File: src/rtl/pdm_ramp_ctrl.sv
`default_nettype none
// =============================================================================
// Module   : pdm_ramp_ctrl
// Brief    : MCS IO-bus register block that ramps per-channel PDM duty words
//            toward programmable targets at a prescaled step rate.
// Revision : 1.0 - initial release
// =============================================================================
module pdm_ramp_ctrl #(
    parameter int DUTY_BITS  = 8,
    parameter int CH_COUNT   = 2,
    parameter int PRESC_BITS = 16
) (
    input  logic                          clk,
    input  logic                          rst,
    input  logic                          io_addr_strobe,
    input  logic                          io_read_strobe,
    input  logic                          io_write_strobe,
    input  logic [11:0]                   io_address,
    input  logic [31:0]                   io_write_data,
    output logic [31:0]                   io_read_data,
    output logic                          io_ready,
    output logic [CH_COUNT-1:0]           pdm_en,
    output logic [CH_COUNT*DUTY_BITS-1:0] pdm_duty,
    output logic                          irq
);
    localparam int c_idx_w = (CH_COUNT > 1) ? $clog2(CH_COUNT) : 1;
    localparam logic [c_idx_w-1:0] c_last_idx = c_idx_w'(CH_COUNT - 1);

    typedef enum logic [0:0] {IDLE = 1'b0, SCAN = 1'b1} state_t;

    state_t                r_state, w_state_nxt;
    logic [c_idx_w-1:0]    r_idx, w_idx_nxt;
    logic                  r_scan_pend, w_scan_pend_nxt;

    logic [CH_COUNT-1:0]   r_en, r_irq_en, r_irq_pend;
    logic [PRESC_BITS-1:0] r_presc, r_presc_cnt;
    logic [DUTY_BITS-1:0]  r_tgt  [CH_COUNT];
    logic [DUTY_BITS-1:0]  r_step [CH_COUNT];
    logic [DUTY_BITS-1:0]  r_cur  [CH_COUNT];
    logic                  r_ready;
    logic [31:0]           r_rdata;

    logic                  w_wr, w_rd, w_tick, w_unused;
    logic                  w_wr_ctrl, w_wr_presc, w_wr_pend;
    logic [CH_COUNT-1:0]   w_wr_tgt, w_wr_step, w_wr_cur, w_upd, w_set, w_busy;
    logic [DUTY_BITS-1:0]  w_new [CH_COUNT];
    logic [31:0]           w_rdata;

    // One extra bit on the sum/difference lets overshoot and underflow be seen and clamped.
    function automatic logic [DUTY_BITS-1:0] ramp_step(input logic [DUTY_BITS-1:0] cur,
                                                       input logic [DUTY_BITS-1:0] tgt,
                                                       input logic [DUTY_BITS-1:0] step);
        logic [DUTY_BITS:0] sum;
        logic [DUTY_BITS:0] dif;
        sum = {1'b0, cur} + {1'b0, step};
        dif = {1'b0, cur} - {1'b0, step};
        if (step == '0)
            return tgt;
        if (cur < tgt)
            return (sum > {1'b0, tgt}) ? tgt : sum[DUTY_BITS-1:0];
        if (cur > tgt)
            return (dif[DUTY_BITS] || (dif[DUTY_BITS-1:0] < tgt)) ? tgt : dif[DUTY_BITS-1:0];
        return cur;
    endfunction

    assign w_wr       = io_addr_strobe & io_write_strobe;
    assign w_rd       = io_addr_strobe & io_read_strobe;
    assign w_tick     = (r_presc_cnt >= r_presc);
    assign w_wr_ctrl  = w_wr && (io_address == 12'h000);
    assign w_wr_presc = w_wr && (io_address == 12'h004);
    assign w_wr_pend  = w_wr && (io_address == 12'h00C);
    assign w_unused   = ^io_write_data;

    always_comb begin
        for (int n = 0; n < CH_COUNT; n++) begin
            w_wr_tgt[n]  = w_wr && (io_address == 12'(16 * n + 16));
            w_wr_step[n] = w_wr && (io_address == 12'(16 * n + 20));
            w_wr_cur[n]  = w_wr && (io_address == 12'(16 * n + 24));
            w_busy[n]    = (r_cur[n] != r_tgt[n]);
            w_new[n]     = ramp_step(r_cur[n], r_tgt[n], r_step[n]);
            // A bus write to this channel's target or current value overrides the ramp step.
            w_upd[n]     = (r_state == SCAN) && (r_idx == c_idx_w'(n)) && r_en[n]
                           && !w_wr_tgt[n] && !w_wr_cur[n];
            w_set[n]     = w_upd[n] && w_busy[n] && (w_new[n] == r_tgt[n]);
        end
    end

    always_comb begin
        w_rdata = '0;
        case (io_address)
            12'h000: begin
                w_rdata[CH_COUNT-1:0] = r_en;
                w_rdata[8 +: CH_COUNT] = r_irq_en;
            end
            12'h004: w_rdata[PRESC_BITS-1:0] = r_presc;
            12'h008: w_rdata[CH_COUNT-1:0]   = w_busy;
            12'h00C: w_rdata[CH_COUNT-1:0]   = r_irq_pend;
            default: ;
        endcase
        for (int n = 0; n < CH_COUNT; n++) begin
            if (io_address == 12'(16 * n + 16)) w_rdata[DUTY_BITS-1:0] = r_tgt[n];
            if (io_address == 12'(16 * n + 20)) w_rdata[DUTY_BITS-1:0] = r_step[n];
            if (io_address == 12'(16 * n + 24)) w_rdata[DUTY_BITS-1:0] = r_cur[n];
        end
    end

    always_ff @(posedge clk or posedge rst) begin
        if (rst) begin
            r_en        <= '0;
            r_irq_en    <= '0;
            r_irq_pend  <= '0;
            r_presc     <= '0;
            r_presc_cnt <= '0;
            r_ready     <= 1'b0;
            r_rdata     <= '0;
            for (int n = 0; n < CH_COUNT; n++) begin
                r_tgt[n]  <= '0;
                r_step[n] <= '0;
                r_cur[n]  <= '0;
            end
        end else begin
            r_ready     <= io_addr_strobe;
            r_rdata     <= w_rd ? w_rdata : '0;
            r_presc_cnt <= w_tick ? '0 : r_presc_cnt + 1'b1;
            if (w_wr_ctrl) begin
                r_en     <= io_write_data[CH_COUNT-1:0];
                r_irq_en <= io_write_data[8 +: CH_COUNT];
            end
            if (w_wr_presc)
                r_presc <= io_write_data[PRESC_BITS-1:0];
            r_irq_pend <= (r_irq_pend & ~(w_wr_pend ? io_write_data[CH_COUNT-1:0] : '0)) | w_set;
            for (int n = 0; n < CH_COUNT; n++) begin
                if (w_wr_tgt[n])  r_tgt[n]  <= io_write_data[DUTY_BITS-1:0];
                if (w_wr_step[n]) r_step[n] <= io_write_data[DUTY_BITS-1:0];
                if (w_wr_cur[n])
                    r_cur[n] <= io_write_data[DUTY_BITS-1:0];
                else if (w_upd[n])
                    r_cur[n] <= w_new[n];
            end
        end
    end

    always_ff @(posedge clk or posedge rst) begin
        if (rst) begin
            r_state     <= IDLE;
            r_idx       <= '0;
            r_scan_pend <= 1'b0;
        end else begin
            r_state     <= w_state_nxt;
            r_idx       <= w_idx_nxt;
            r_scan_pend <= w_scan_pend_nxt;
        end
    end

    always_comb begin
        w_state_nxt     = r_state;
        w_idx_nxt       = r_idx;
        w_scan_pend_nxt = r_scan_pend;
        case (r_state)
            IDLE: begin
                if (w_tick || r_scan_pend) begin
                    w_state_nxt     = SCAN;
                    w_idx_nxt       = '0;
                    w_scan_pend_nxt = 1'b0;
                end
            end
            SCAN: begin
                if (w_tick)
                    w_scan_pend_nxt = 1'b1;
                if (r_idx == c_last_idx) begin
                    w_state_nxt = IDLE;
                    w_idx_nxt   = '0;
                end else begin
                    w_idx_nxt = r_idx + 1'b1;
                end
            end
            default: w_state_nxt = IDLE;
        endcase
    end

    assign io_ready     = r_ready;
    assign io_read_data = r_rdata;
    assign pdm_en       = r_en;
    assign irq          = |(r_irq_pend & r_irq_en);

    generate
        for (genvar n = 0; n < CH_COUNT; n++) begin : g_duty
            assign pdm_duty[n*DUTY_BITS +: DUTY_BITS] = r_cur[n];
        end
    endgenerate

endmodule
`default_nettype wire

File: config.mk
export PLATFORM = sky130hd
export DESIGN_NAME = pdm_ramp_ctrl
export DESIGN_NICKNAME = d
export VERILOG_FILES = /design/src/rtl/pdm_ramp_ctrl.sv
export SDC_FILE = /design/constraint.sdc
export NUM_CORES = 1
export LEC_CHECK = 0
export ABC_AREA = 0
export BUFFER_PORTS_ARGS = -buffer_cell sky130_fd_sc_hd__buf_2
export CORE_MARGIN = 1
export CORE_UTILIZATION = 50
export CTS_BUF_LIST = sky130_fd_sc_hd__clkbuf_4 sky130_fd_sc_hd__clkbuf_8
export DETAILED_ROUTE_END_ITERATION = 10
export PLACE_DENSITY_LB_ADDON = 0.05
export SLEW_MARGIN = 10
export SYNTH_ARGS = -nofsm -noshare
export SYNTH_HDL_FRONTEND = slang
export SYNTH_SLANG_ARGS = --single-unit
File: constraint.sdc
create_clock -name clk -period 4.3 [get_ports clk]
set_input_delay 0.43 -clock clk [delete_from_list [all_inputs] [get_ports clk]]
set_output_delay 0.43 -clock clk [all_outputs]
set_load 0.01 [all_outputs]
* Word level (Yosys, flattened, before mapping)
Cells that the tools add are included.
** Word-level totals
- Output and inout port bits :: 52
- Register bits after elaboration :: 106
- Input bits :: 49
- Logic and storage cells :: 142
** Cells by class
- Mux-type cells :: 53
- Reductions and logical operators :: 35
- Add/subtract/negate cells :: 6
- Bitwise gates (word level) :: 8
- Eq/ne operators :: 15
- Magnitude comparators :: 9
** Operators with widths (count)
- $mux W8 :: 26
- $eq A12 B5 Y1 const B :: 3
- $eq A12 B6 Y1 const B :: 3
- $lt A8 B8 Y1 :: 4
- $mux W16 :: 2
- $eq A12 B4 Y1 const B :: 2
- $logic_and A1 B1 Y1 :: 21
- $add A8 B8 Y9 :: 2
- $gt A9 B8 Y1 :: 2
- $sub A8 B8 Y9 :: 2
- $mux W1 :: 17
- $add A16 B1 Y16 const B :: 1
- $eq A8 B8 Y1 :: 2
- $ge A16 B16 Y1 :: 1
- $gt A8 B8 Y1 :: 2
- $logic_not A8 Y1 :: 2
- $ne A8 B8 Y1 :: 2
- $eq A12 B3 Y1 const B :: 1
- $logic_not A12 Y1 :: 1
- $mux W6 :: 2
- $pmux W2 S4 :: 1
- $pmux W1 S2 :: 3
- $and A2 B2 Y2 :: 2
- $logic_not A1 Y1 :: 4
- 13 further kinds :: 18

* Depth between registers and ports, before layout
- Word-level depth :: 11
- Mapped depth :: 19
- Gate-level depth less buffers :: 18

* Worst setup path after synthesis
OpenSTA, ideal clock, no wires.
- Kind :: flip-flop to flip-flop
- Start :: reg r_cur (netlist bit pdm_duty[8])
- End :: reg r_irq_pend[1]
- Path slack :: -74 ps
- Path buffers :: 1
- Setup time :: 95 ps
- Clock period less this slack :: 4374 ps
- Data required time :: 4205 ps
- Cell stages (with the launch flop) :: 20
- Arrival :: 4279 ps
- Cells stage by stage :: dfrtp_1 -> inv_1 -> ha_1 -> inv_1 -> fa_1 -> a21o_1 -> and4_1 -> nor3_1 -> xnor2_1 -> ha_1 -> and4_1 -> and2_1 -> a211oi_1 -> or2_1 -> buf_2 -> nor3_1 -> o311a_1 -> or4_1 -> o31a_1 -> o31ai_1
** On the way
- Longest elaborated chain between the ends :: 11
- Elaborated cells between the ends (all ways) :: 24
- Those cells by class :: add/sub (2); order compare (4); eq/ne (2); mux (12); bitwise (1); reduce/logical (3)
** Ends and longest elaborated chain
- start: declaration :: RTL line 39 : logic [DUTY_BITS-1:0] r_cur [CH_COUNT];
- start signal: indexed assignment :: RTL line 136 : r_cur[n] <= io_write_data[DUTY_BITS-1:0];
- start signal: indexed assignment :: RTL line 138 : r_cur[n] <= w_new[n];
- $add A8 B8 Y9 or $sub A8 B8 Y9 (tied branches) :: RTL line 55, 56
- $gt A9 B8 Y1 or $lt A8 B8 Y1 (tied branches) :: RTL line 60, 62
- $mux W8 or $logic_or A1 B1 Y1 (tied branches) :: RTL line 60, 62
- $mux W8 (on tied branches) :: RTL line 59, 62
- $mux W8 :: RTL line 61 : if (cur > tgt)
- $mux W8 :: RTL line 63 : return cur;
- $mux W8 :: RTL line 61
- $mux W8 :: RTL line 59 : if (cur < tgt)
- $eq A8 B8 Y1 :: RTL line 84 : w_set[n] = w_upd[n] && w_busy[n] && (w_new[n] == r_tgt[n]);
- $logic_and A1 B1 Y1 * :: RTL line 84
- $or A2 B2 Y2 * :: RTL line 131 : r_irq_pend <= (r_irq_pend & ~(w_wr_pend ? io_write_data[CH_COUNT-1:0] : '0)) | w_set;
- end signal: assignment :: RTL line 131
- end: declaration :: RTL line 35 : logic [CH_COUNT-1:0] r_en, r_irq_en, r_irq_pend;
Mark *: on every way between the ends. The rest lies on a longest branch, timed or not. The select of a mux whose other input is x is not followed.
A chain may end at the register's enable or synchronous reset.

* Worst setup path after layout
Same ends and word-level chain as after synthesis.

==> out/summary.txt <==
R2r setup slk - 0.05 ns
Ant diodes - 0
Total clock sinks - 106
Yosys top cell area share - 30.2%
Root Buffer - clkbuf_8
Startpoint Class - flip-flop
PwrDens - 171 nW/um2
Total GRT Usage - 31.3%
Hold buffers post-CTS - 0
Hold WS - 0.0961 ns
Proportion of power drawn by the clock network - 35.1%
DRC errors left - 0
Final GP Congestion - 0.924
Yosys reg bits - 106
Die outline height - 135 um
Netlist cell types - 77
Die Footprint - 18100 um2
Top_reg_cell synth - dfrtp_1
DR vias/cell - 6.04
Synth top area cells - dfrtp_1 30%, ha_1 14%, o21ai_0 4.2%
Max Freq - 235 MHz
Post-Layout Cell Count - 1388
Slew HR - 43.4%
Fillers - 1603
Detailed placement HPWL - 21800 um
Clk pin slew, worst setup/hold paths - 0.11 ns
Fin nets - 1306
Ys async rst share - 100%
Worst-path maximum fanout - 3
Final min period - 4.25 ns
Area Growth Syn to Fin - 18.3%
Worst EP required - 4.61 ns
Yosys top cell by area - dfrtp_1
CP arrival - 4.56 ns
Antenna violations before repair - 0
Clk_skew - 0.0137 ns
Comb pwr share - 8.5%
Fraction of layout cells with a size suffix above 1 - 23.4%
Max-cap violations - 0
Worst slack at placement - -0.149 ns
Final worst setup slack - 0.0532 ns
RSZ-0062 raised after global routing - true
Site row count - 48
Met2 Usage GRT - 51.2%
Post-Syn Area - 8780 um2
Net Sw Frac - 27.4%
Post-synthesis instance total - 1013
Fin crit share - 98.8%
Vias in the first global route - 7910
Htree depth - 3
Top Ports - 101
Max Slew Vio Count - 0
DR vias - 8390
Net Switching - 0.487 mW
Hold Crit Class - in2async
DR WL/cell - 20.1 um
Core box area - 17200 um2
Chip Width - 135 um
GR met3 Demand/Resource - 3.57%
Final Instance Area - 10400 um2
Mean Syn Cell Area - 8.67 um2
Number of flops mapped to enable cells by yosys - 0
# port buffers - 68
GR Overflow Total - 0
Worst-case clock buffer depth - 2
Initial drt markers - 657
Setup Viol. Count Final - 0
GRT Max-Usage Layer - met2
TritonCTS clock tree - yes
Worst Setup Path Type - reg2reg
Starting Density - 51.0%
Synth warn - 0
Sequential fraction of the synthesis area - 30.2%
Final WL - 27900 um
Fin util - 60.3%
Crit path capture type - flip-flop
First-pass GRT wire length - 43300 um
DP Cell Count - 1363
Leakage Power - 5.01 nW
Remaining antenna violation count - 0
TritonRoute pass-1 iters - 6
Status - finished clean
P_int - 1.29 mW
Final hold vios - 0
Flop pwr share - 56.4%
Cell Area, Placed - 9960 um2
Clock network latency to the later pin of the worst-skew pair - 0.39 ns
Actual slew at the worst max-slew pin - 0.849 ns
Most frequent cell after synthesis - dfrtp_1
Inserted Clock Buffers - 9
Met1 Usage GRT - 41.2%
Worst VDD drop - 0.000154 V
Synth top cells by count - 106 x dfrtp_1, 95 x ha_1, 84 x nand2_1
Largest net degree at the start of global routing - 47
## per-layer routing
layer / part of all wire [%] / wire (um)
met1: 43 / 12100
met2: 47 / 13000
met3: 5.3 / 1470
met4: 4.7 / 1310
met5: 0 / 0
## power groups by stage
stage / clock network, mW / logic, mW / registers (mW)
after detailed placement: 0 / 0.146 / 1.02
after floorplan: 0 / 0.0930 / 1.02
final: 0.623 / 0.151 / 1.00
after CTS: 0.638 / 0.148 / 1.00
after global routing: 0.675 / 0.167 / 1.00
after global placement: 0 / 0.145 / 1.02
## cell type report
class / count / area, um2 / area share (%)
clock inverter: 6 / 61.3 / 0.590
timing repair buffer: 179 / 1180 / 11.3
tap: 225 / 282 / 2.71
clock buffer: 10 / 138 / 1.32
sequential: 106 / 2660 / 25.6
multi-input combinational: 784 / 5780 / 55.7
inverter: 78 / 295 / 2.84
## through the flow
| step | total power, mW | TNS (ns) |
|---|---|---|
| after floorplan | 1.11 | 0 |
| after global placement | 1.17 | -0.466 |
| after detailed placement | 1.17 | -0.483 |
| after CTS | 1.79 | 0 |
| after global routing | 1.84 | -0.114 |
| final | 1.78 | 0 |
## layout by cell type, fill, tap and decap left out, drive strengths merged, types with 13 or more instances in the layout
master / instances
a211oi: 13
a21o: 17
a21oi: 47
a221o: 13
a22oi: 22
a31oi: 15
buf: 179
conb: 16
dfrtp: 106
ha: 95
inv: 80
mux2: 24
nand2: 84
nand3: 22
nor2: 81
nor3: 21
nor4: 16
o21ai: 73
xnor2: 26
xor2: 14
## final timing paths
kind | start | cells past startpoint | endpoint
worst max-delay path | pdm_duty[8] | 18 | r_irq_pend[1]
worst min-delay path | rst | 2 | r_presc_cnt[9]
worst max register to register | pdm_duty[8] | 18 | r_irq_pend[1]
worst min register to register | r_scan_pend | 1 | r_state
max in group asynchronous | rst | 3 | r_tgt[15]
min in group clk | io_addr_strobe | 1 | io_ready
## state kept, by name (all words and copies together) (netlist names), 2 cells and up
signal / cells
pdm_duty: 16
r_irq_pend: 2
io_read_data: 16
r_presc_cnt: 16
r_presc: 16
r_tgt: 16
pdm_en: 2
r_irq_en: 2
r_step: 16
## repair_timing
item	4_1_cts	5_1_grt
pin swaps	11	24
gates cloned	0	0
setup buffers	5	4
gates resized for setup	10	31
endpoints found under the setup margin	7	15
endpoints found under the hold margin	0	0
## kinds of logic after synthesis
kind of cell	Yosys count	share of synthesized area, %
other cells	1	0.0427
simple gates	295	16.4
fa+ha+maj	99	14.4
mux	32	3.99
xor+xnor	40	3.99
compound gates	302	24.0
buf+inv	138	6.88
flops	106	30.2
## worst max-delay path: stages, from the launching register on
cell,delay (ns)
dfrtp_2,0.44
inv_2,0.07
ha_2,0.19
inv_1,0.06
fa_2,0.38
a21o_1,0.23
and4_1,0.21
nor3_2,0.21
xnor2_2,0.16
ha_1,0.27
and4_1,0.16
and2_1,0.16
a211oi_2,0.20
or2_1,0.17
nor3_1,0.06
o311a_1,0.29
or4_1,0.42
o31a_1,0.33
o31ai_2,0.16
Power figures use the tool's default switching activity.
